**config.mk**
```make
export PLATFORM = sky130hd
export DESIGN_NAME = ysyx_22040237_lsu
export DESIGN_NICKNAME = d
export VERILOG_FILES = /design/src/rtl/ysyx_22040237_lsu_pkg.sv /design/src/rtl/ysyx_22040237_lsu_align.sv /design/src/rtl/ysyx_22040237_lsu.sv
export SDC_FILE = /design/constraint.sdc
export NUM_CORES = 1
export LEC_CHECK = 0
export ABC_AREA = 1
export CELL_PAD_IN_SITES_DETAIL_PLACEMENT = 1
export CELL_PAD_IN_SITES_GLOBAL_PLACEMENT = 1
export CORE_MARGIN = 5
export CORE_UTILIZATION = 32
export DETAILED_ROUTE_END_ITERATION = 8
export GPL_TIMING_DRIVEN = 0
export PLACE_DENSITY = 0.82
export SLEW_MARGIN = 20
export SYNTH_ARGS = -nofsm -noshare
export SYNTH_HDL_FRONTEND = slang
export SYNTH_SLANG_ARGS = --single-unit
export TNS_END_PERCENT = 50
```
**constraint.sdc**
```tcl
create_clock -name clk -period 2.6 [get_ports clk]
set_input_delay 0.39 -clock clk [delete_from_list [all_inputs] [get_ports clk]]
set_output_delay 0.39 -clock clk [all_outputs]
set_load 0.1 [all_outputs]
```
**src/rtl/ysyx_22040237_lsu_pkg.sv**
```systemverilog
// Shared definitions for the load/store unit: op-field positions, access sizes,
// error codes and FSM states.
package ysyx_22040237_lsu_pkg;

    localparam int OP_LOAD    = 0;
    localparam int OP_STORE   = 1;
    localparam int OP_SIZE_LO = 2;
    localparam int OP_UNS     = 4;

    typedef enum logic [1:0] {
        SZ_B = 2'b00,
        SZ_H = 2'b01,
        SZ_W = 2'b10,
        SZ_D = 2'b11
    } size_e;

    typedef enum logic [1:0] {
        ERR_OK       = 2'b00,
        ERR_MISALIGN = 2'b01,
        ERR_TIMEOUT  = 2'b10,
        ERR_ILLEGAL  = 2'b11
    } err_e;

    typedef enum logic [1:0] {
        S_IDLE = 2'b00,
        S_REQ  = 2'b01,
        S_WAIT = 2'b10,
        S_RESP = 2'b11
    } state_e;

    function automatic logic is_misaligned(input size_e sz, input logic [2:0] off);
        case (sz)
            SZ_H:    return off[0];
            SZ_W:    return |off[1:0];
            SZ_D:    return |off;
            default: return 1'b0;
        endcase
    endfunction

endpackage

```
**src/rtl/ysyx_22040237_lsu_align.sv**
```systemverilog
// Combinational byte-lane steering: store mask/data placement and load
// extraction with sign or zero extension.
module ysyx_22040237_lsu_align
    import ysyx_22040237_lsu_pkg::*;
(
    input  size_e       st_size,
    input  logic [2:0]  st_off,
    input  logic [63:0] st_data,
    output logic [7:0]  st_mask,
    output logic [63:0] st_wdata,
    input  size_e       ld_size,
    input  logic [2:0]  ld_off,
    input  logic        ld_unsigned,
    input  logic [63:0] ld_rdata,
    output logic [63:0] ld_data
);

    logic [63:0] ld_shift;

    always_comb begin
        st_mask = 8'hFF;
        case (st_size)
            SZ_B:    st_mask = 8'h01 << st_off;
            SZ_H:    st_mask = 8'h03 << st_off;
            SZ_W:    st_mask = 8'h0F << st_off;
            default: st_mask = 8'hFF;
        endcase
        st_wdata = st_data << {st_off, 3'b000};
    end

    always_comb begin
        ld_shift = ld_rdata >> {ld_off, 3'b000};
        ld_data  = ld_shift;
        case (ld_size)
            SZ_B: ld_data = ld_unsigned ? {56'b0, ld_shift[7:0]}
                                        : {{56{ld_shift[7]}}, ld_shift[7:0]};
            SZ_H: ld_data = ld_unsigned ? {48'b0, ld_shift[15:0]}
                                        : {{48{ld_shift[15]}}, ld_shift[15:0]};
            SZ_W: ld_data = ld_unsigned ? {32'b0, ld_shift[31:0]}
                                        : {{32{ld_shift[31]}}, ld_shift[31:0]};
            default: ld_data = ld_shift;
        endcase
    end

endmodule

```
**src/rtl/ysyx_22040237_lsu.sv**
```systemverilog
// Load/store unit: accepts one memory op from execute, runs a req/gnt/rvalid
// bus transaction and returns extended load data to write-back.
module ysyx_22040237_lsu
    import ysyx_22040237_lsu_pkg::*;
#(
    parameter int TIMEOUT_CYC = 255,
    parameter int XLEN        = 64
) (
    input  logic            clk,
    input  logic            rst,
    input  logic            req_valid_i,
    output logic            req_ready_o,
    input  logic [4:0]      lsu_op_i,
    input  logic [XLEN-1:0] addr_i,
    input  logic [XLEN-1:0] wdata_i,
    input  logic            rd_wr_en_i,
    input  logic [4:0]      rd_idx_i,
    output logic            mem_req_o,
    output logic            mem_we_o,
    output logic [XLEN-1:0] mem_addr_o,
    output logic [XLEN-1:0] mem_wdata_o,
    output logic [7:0]      mem_wmask_o,
    input  logic            mem_gnt_i,
    input  logic            mem_rvalid_i,
    input  logic [XLEN-1:0] mem_rdata_i,
    output logic            resp_valid_o,
    output logic            wb_en_o,
    output logic [4:0]      wb_idx_o,
    output logic [XLEN-1:0] wb_data_o,
    output logic [1:0]      err_o
);

    localparam int CNT_W = (TIMEOUT_CYC > 1) ? $clog2(TIMEOUT_CYC + 1) : 1;
    localparam logic [CNT_W-1:0] TO_LIM = CNT_W'(TIMEOUT_CYC);

    state_e           state;
    logic [CNT_W-1:0] cnt_q;
    logic [CNT_W-1:0] cnt_inc;
    logic             timeout_hit;

    logic             ld_q;
    size_e            size_q;
    logic             uns_q;
    logic [2:0]       off_q;
    logic             rd_wr_en_q;
    logic [4:0]       rd_idx_q;

    logic             in_load;
    logic             in_store;
    size_e            in_size;
    logic             in_illegal;
    logic             in_misalign;
    logic [7:0]       st_mask;
    logic [63:0]      st_wdata;
    logic [63:0]      ld_data;

    assign in_load     = lsu_op_i[OP_LOAD];
    assign in_store    = lsu_op_i[OP_STORE];
    assign in_size     = size_e'(lsu_op_i[OP_SIZE_LO +: 2]);
    assign in_illegal  = (in_load == in_store);
    assign in_misalign = is_misaligned(in_size, addr_i[2:0]);

    assign cnt_inc     = cnt_q + CNT_W'(1);
    assign timeout_hit = (TIMEOUT_CYC != 0) && (cnt_inc == TO_LIM);

    // Store lanes come from the incoming op; load extraction from the latched op.
    ysyx_22040237_lsu_align u_align (
        .st_size     (in_size),
        .st_off      (addr_i[2:0]),
        .st_data     (wdata_i),
        .st_mask     (st_mask),
        .st_wdata    (st_wdata),
        .ld_size     (size_q),
        .ld_off      (off_q),
        .ld_unsigned (uns_q),
        .ld_rdata    (mem_rdata_i),
        .ld_data     (ld_data)
    );

    always_ff @(posedge clk) begin
        if (rst) begin
            state        <= S_IDLE;
            cnt_q        <= '0;
            req_ready_o  <= 1'b1;
            mem_req_o    <= 1'b0;
            mem_we_o     <= 1'b0;
            mem_addr_o   <= '0;
            mem_wdata_o  <= '0;
            mem_wmask_o  <= '0;
            resp_valid_o <= 1'b0;
            wb_en_o      <= 1'b0;
            wb_idx_o     <= '0;
            wb_data_o    <= '0;
            err_o        <= ERR_OK;
            ld_q         <= 1'b0;
            size_q       <= SZ_B;
            uns_q        <= 1'b0;
            off_q        <= '0;
            rd_wr_en_q   <= 1'b0;
            rd_idx_q     <= '0;
        end else begin
            case (state)
                S_IDLE: begin
                    if (req_valid_i) begin
                        ld_q        <= in_load;
                        size_q      <= in_size;
                        uns_q       <= lsu_op_i[OP_UNS];
                        off_q       <= addr_i[2:0];
                        rd_wr_en_q  <= rd_wr_en_i;
                        rd_idx_q    <= rd_idx_i;
                        req_ready_o <= 1'b0;
                        if (in_illegal || in_misalign) begin
                            state        <= S_RESP;
                            resp_valid_o <= 1'b1;
                            wb_en_o      <= 1'b0;
                            wb_idx_o     <= rd_idx_i;
                            wb_data_o    <= '0;
                            err_o        <= in_illegal ? ERR_ILLEGAL : ERR_MISALIGN;
                        end else begin
                            state       <= S_REQ;
                            cnt_q       <= '0;
                            mem_req_o   <= 1'b1;
                            mem_we_o    <= in_store;
                            mem_addr_o  <= {addr_i[XLEN-1:3], 3'b000};
                            mem_wdata_o <= in_store ? st_wdata : '0;
                            mem_wmask_o <= st_mask;
                        end
                    end
                end
                S_REQ: begin
                    // A response in the grant cycle is not legal on this bus and is dropped.
                    if (mem_gnt_i) begin
                        state     <= S_WAIT;
                        mem_req_o <= 1'b0;
                        cnt_q     <= '0;
                    end else if (timeout_hit) begin
                        state        <= S_RESP;
                        mem_req_o    <= 1'b0;
                        resp_valid_o <= 1'b1;
                        wb_en_o      <= 1'b0;
                        wb_idx_o     <= rd_idx_q;
                        wb_data_o    <= '0;
                        err_o        <= ERR_TIMEOUT;
                    end else begin
                        cnt_q <= cnt_inc;
                    end
                end
                S_WAIT: begin
                    if (mem_rvalid_i) begin
                        state        <= S_RESP;
                        resp_valid_o <= 1'b1;
                        wb_en_o      <= ld_q & rd_wr_en_q;
                        wb_idx_o     <= rd_idx_q;
                        wb_data_o    <= ld_q ? ld_data : '0;
                        err_o        <= ERR_OK;
                    end else if (timeout_hit) begin
                        state        <= S_RESP;
                        resp_valid_o <= 1'b1;
                        wb_en_o      <= 1'b0;
                        wb_idx_o     <= rd_idx_q;
                        wb_data_o    <= '0;
                        err_o        <= ERR_TIMEOUT;
                    end else begin
                        cnt_q <= cnt_inc;
                    end
                end
                default: begin
                    state        <= S_IDLE;
                    req_ready_o  <= 1'b1;
                    resp_valid_o <= 1'b0;
                    wb_en_o      <= 1'b0;
                    wb_idx_o     <= '0;
                    wb_data_o    <= '0;
                    err_o        <= ERR_OK;
                end
            endcase
        end
    end

endmodule
```
==> flow_summary.toml <==
[detailed_routing]
drt_iter0_drc = 1031
first_pass_iters = 5
avgRoutedWirePerCell_um = 24.8
viasPerCell = 5.35
final_antenna_net_count = 0
routed_wl_um = 73300
vias = 15800
drc = 0

[global_routing]
antenna_found_initial = 10
grt_util_all_layers_pct = 31.9
grt_max_degree = 14
grt_pass1_vias = 16900
gr-total-overflow = 0
grt_pass1_wl_um = 108000

[power_and_ir_drop]
p_clk_share_pct = 24.9
ir_drop_v = 0.000541
internal-power_uw = 8450
switching_share_pct = 48.7
comb_power_share_pct = 49.4
p_seq_share_pct = 25.6
p_leak_uw = 0.00712
p_sw_uw = 8020
power.density_nw_per_um2 = 892
fin_total_pwr_uw = 16500

[status]
status = "finished, violations left"
violations = "negative setup slack"

[timing]
fin_crit_ns = 2.61
fmaxAchievable_mhz = 384
slew_headroom_pct = 24.0
rsz0062_at_grt = "yes"
worst_slack_ns = -0.00678
drv_slew = 0
fin_skew_ns = 0.00869
finalHoldViolations = 0
max_slew.worst_pin.slew_ns = 1.14
finalSetupTns_ns = -0.00678
setup_viol = 1
finalCritPeriodShare_pct = 100

[synth]
avgSynthCellArea_um2 = 6.46
yosys.area.top_type = "dfxtp_1"
ys_ff_latch = 232
synth_edf_count = 0
synth_area_um2 = 12700
seq_area_frac_synth_pct = 36.6
async_flop_share_pct = 0
synth-warning-count = 0
synth.distinct_cells = 42
ys_top_cells_by_area = "dfxtp_1 (37%), nand2_1 (16%), o21ai_0 (12%)"
synthCells = 1963
netlist.area_leader.share_pct = 36.6
ys.flop_type = "dfxtp_1"

[floorplan]
start_util_pct = 32.1
core_area_um2 = 39500
num_rows = 73
die_w_um = 209
dieHeight_um = 209
die-area_um2 = 43700
io_pins = 420

[layout]
fin_nets = 2631
seq_area_um2 = 4640
final_area_um2 = 18500
nFillCells = 5068
multi_input_area_um2 = 6960
flow.area_growth_from_synthesis_pct = 45.6
final_core_utilization_pct = 46.8
layout-drive-gt1-share_pct = 6.50

[clocking]
clock_latency_ns = 0.57
cts_max_path_buffers = 3
clk_pin_slew_ns = 0.06
htree_levels = 1
tritoncts = "done"
cts-root-buf = "clkbuf_16"
cts_buffers = 28
numClockSinks = 232
ctsHoldBuffers = 0

[placed_design]
place.gp.congestion = 0.975
place_ws_ns = -0.566
port_buffers = 413
dpl.hpwl_um = 58900
placed_area_um2 = 17500

[worst_setup_path]
critPathSlowestCell = "o21ai_0"
slowest_delay_ns = 0.68
cp.arrival_ns = 3.11
timing.critical_path.mode_cell = "o21ai_0"
startpoint = "off_q[0]"
crit_type = "register to register"
endpoint_kind = "register"
reg2reg_from = "off_q[0]"
start_kind = "register"
cp_cell_sequence = "buf_6, buf_2, buf_2, o21ai_0, o21ai_0, o21ai_0, nand3_1, a21oi_1"
worstPathMaxFanout = 10
cp_data_required_time_ns = 3.10

[run]
cap_violations = 0

[worst_hold_path]
hold_path.class = "input pin to register"
holdCritStartpoint = "addr_i[57]"
worst paths after layout:
| kind | endpoint | slack (ns) | depth (start not counted) |
|---|---|---|---|
| hold reg to reg | mem_wdata_o[36] | 0.47 | 2 |
| setup reg to reg | wb_data_o[37] | -0.007 | 8 |
| hold / removal | mem_addr_o[57] | 0.42 | 3 |
| setup / recovery | wb_data_o[37] | -0.007 | 8 |
placed cells by master, fill, tap and decap left out, types with 5 or more instances in the layout:
master,instances
diode_2,5
or2_2,6
dfxtp_1,232
o221ai_1,13
nand2_4,5
buf_2,51
buf_1,13
nor2_1,204
buf_4,14
a31oi_1,7
nand4_1,18
ha_1,12
nand3_1,97
clkdlybuf4s50_1,408
clkbuf_1,70
o21ai_0,291
inv_1,76
o211ai_1,12
inv_2,7
clkbuf_16,29
o31ai_1,5
buf_6,10
nand2_1,538
o21ai_1,15
a21oi_1,226
clkbuf_8,6
mux2i_1,14
cells in the mapped netlist, drive strengths merged (2+ instances only):
cell type,instances
ha,12
clkbuf,67
nand4,18
nor3,2
inv,86
o22ai,2
o21ai,306
o211ai,12
a31oi,7
dfxtp,232
mux2i,14
o31ai,5
and2,2
a21oi,226
or2,6
buf,85
nand2,546
nand3,99
nor2,211
xor2,3
o221ai,13
power groups by stage:
stage	registers (µW)	logic [µW]	clock network, µW
floorplan	6090	3440	0
global placement	4260	7940	0
detailed placement	4280	8030	0
CTS	4210	8090	4160
global route	4270	8620	4290
finish	4220	8140	4110
logic make-up (layout without fill, tap and decap cells):
family                   after synthesis  in the layout  synth area share, %
AO/OA/AOI/OAI                        578            578                 23.8
XOR/XNOR                               3              3                0.207
adder cells (fa/ha/maj)               12             12                 1.18
buffers and inverters                238            705                 8.51
flip-flops                           232            232                 36.6
multiplexers                          14             14                 1.11
other                                  1              8               0.0296
AND/OR/NAND/NOR                      885            885                 28.5
critical path: cells and delay by family, from the launching register on:
| family | cells | cell delay, ns |
|---|---|---|
| buffers and inverters | 3 | 0.52 |
| flip-flops | 1 | 0.31 |
| AO/OA/AOI/OAI | 4 | 1.57 |
| AND/OR/NAND/NOR | 1 | 0.12 |
final cells by class:
class	instances	area share, %
multi-input cells	1495	37.7
flip-flops and latches	232	25.2
repair buffers	416	22.5
clock buffers	39	4.46
plain buffers	152	4.10
well taps	525	3.56
inverters	86	1.79
clock inverters	12	0.691
diodes	5	0.0678
registers in the layout (all words and copies together) (netlist names):
register	cells
rd_wr_en_q	1
mem_wmask_o	8
size_q	2
resp_valid_o	1
mem_req_o	1
rd_idx_q	5
off_q	3
mem_we_o	1
cnt_q	8
uns_q	1
wb_en_o	1
state	2
err_o	2
wb_idx_o	5
mem_addr_o	61
wb_data_o	64
ld_q	1
mem_wdata_o	64
req_ready_o	1
metrics by stage:
| step | hold slack (ns) | std cells |
|---|---|---|
| 2_1_floorplan | 0.439 | 1965 |
| 3_3_place_gp | 0.448 | 2903 |
| 3_5_place_dp | 0.459 | 2903 |
| 4_1_cts | 0.386 | 2954 |
| 5_1_grt | 0.429 | 2962 |
| 6_report | 0.416 | 2962 |
routing by layer:
| metal | GRT usage (%) | vias up | wire, µm |
|---|---|---|---|
| li1 | - | 7412 | - |
| met1 | 37.5 | 7723 | 29500 |
| met2 | 55.6 | 560 | 35300 |
| met3 | 8.29 | 144 | 5310 |
| met4 | 12.5 | 10 | 3230 |
| met5 | 0 | - | 55 |
what timing repair did:
| action | 4_1_cts | 5_1_grt |
|---|---|---|
| buffers inserted | 0 | 3 |
| endpoints found under the hold margin | 0 | 0 |
| endpoints found under the setup margin | 1 | 32 |
| gates resized for setup | 1 | 8 |
| pin swaps | 0 | 1 |
Note: power is estimated with default switching activity, not from simulation.
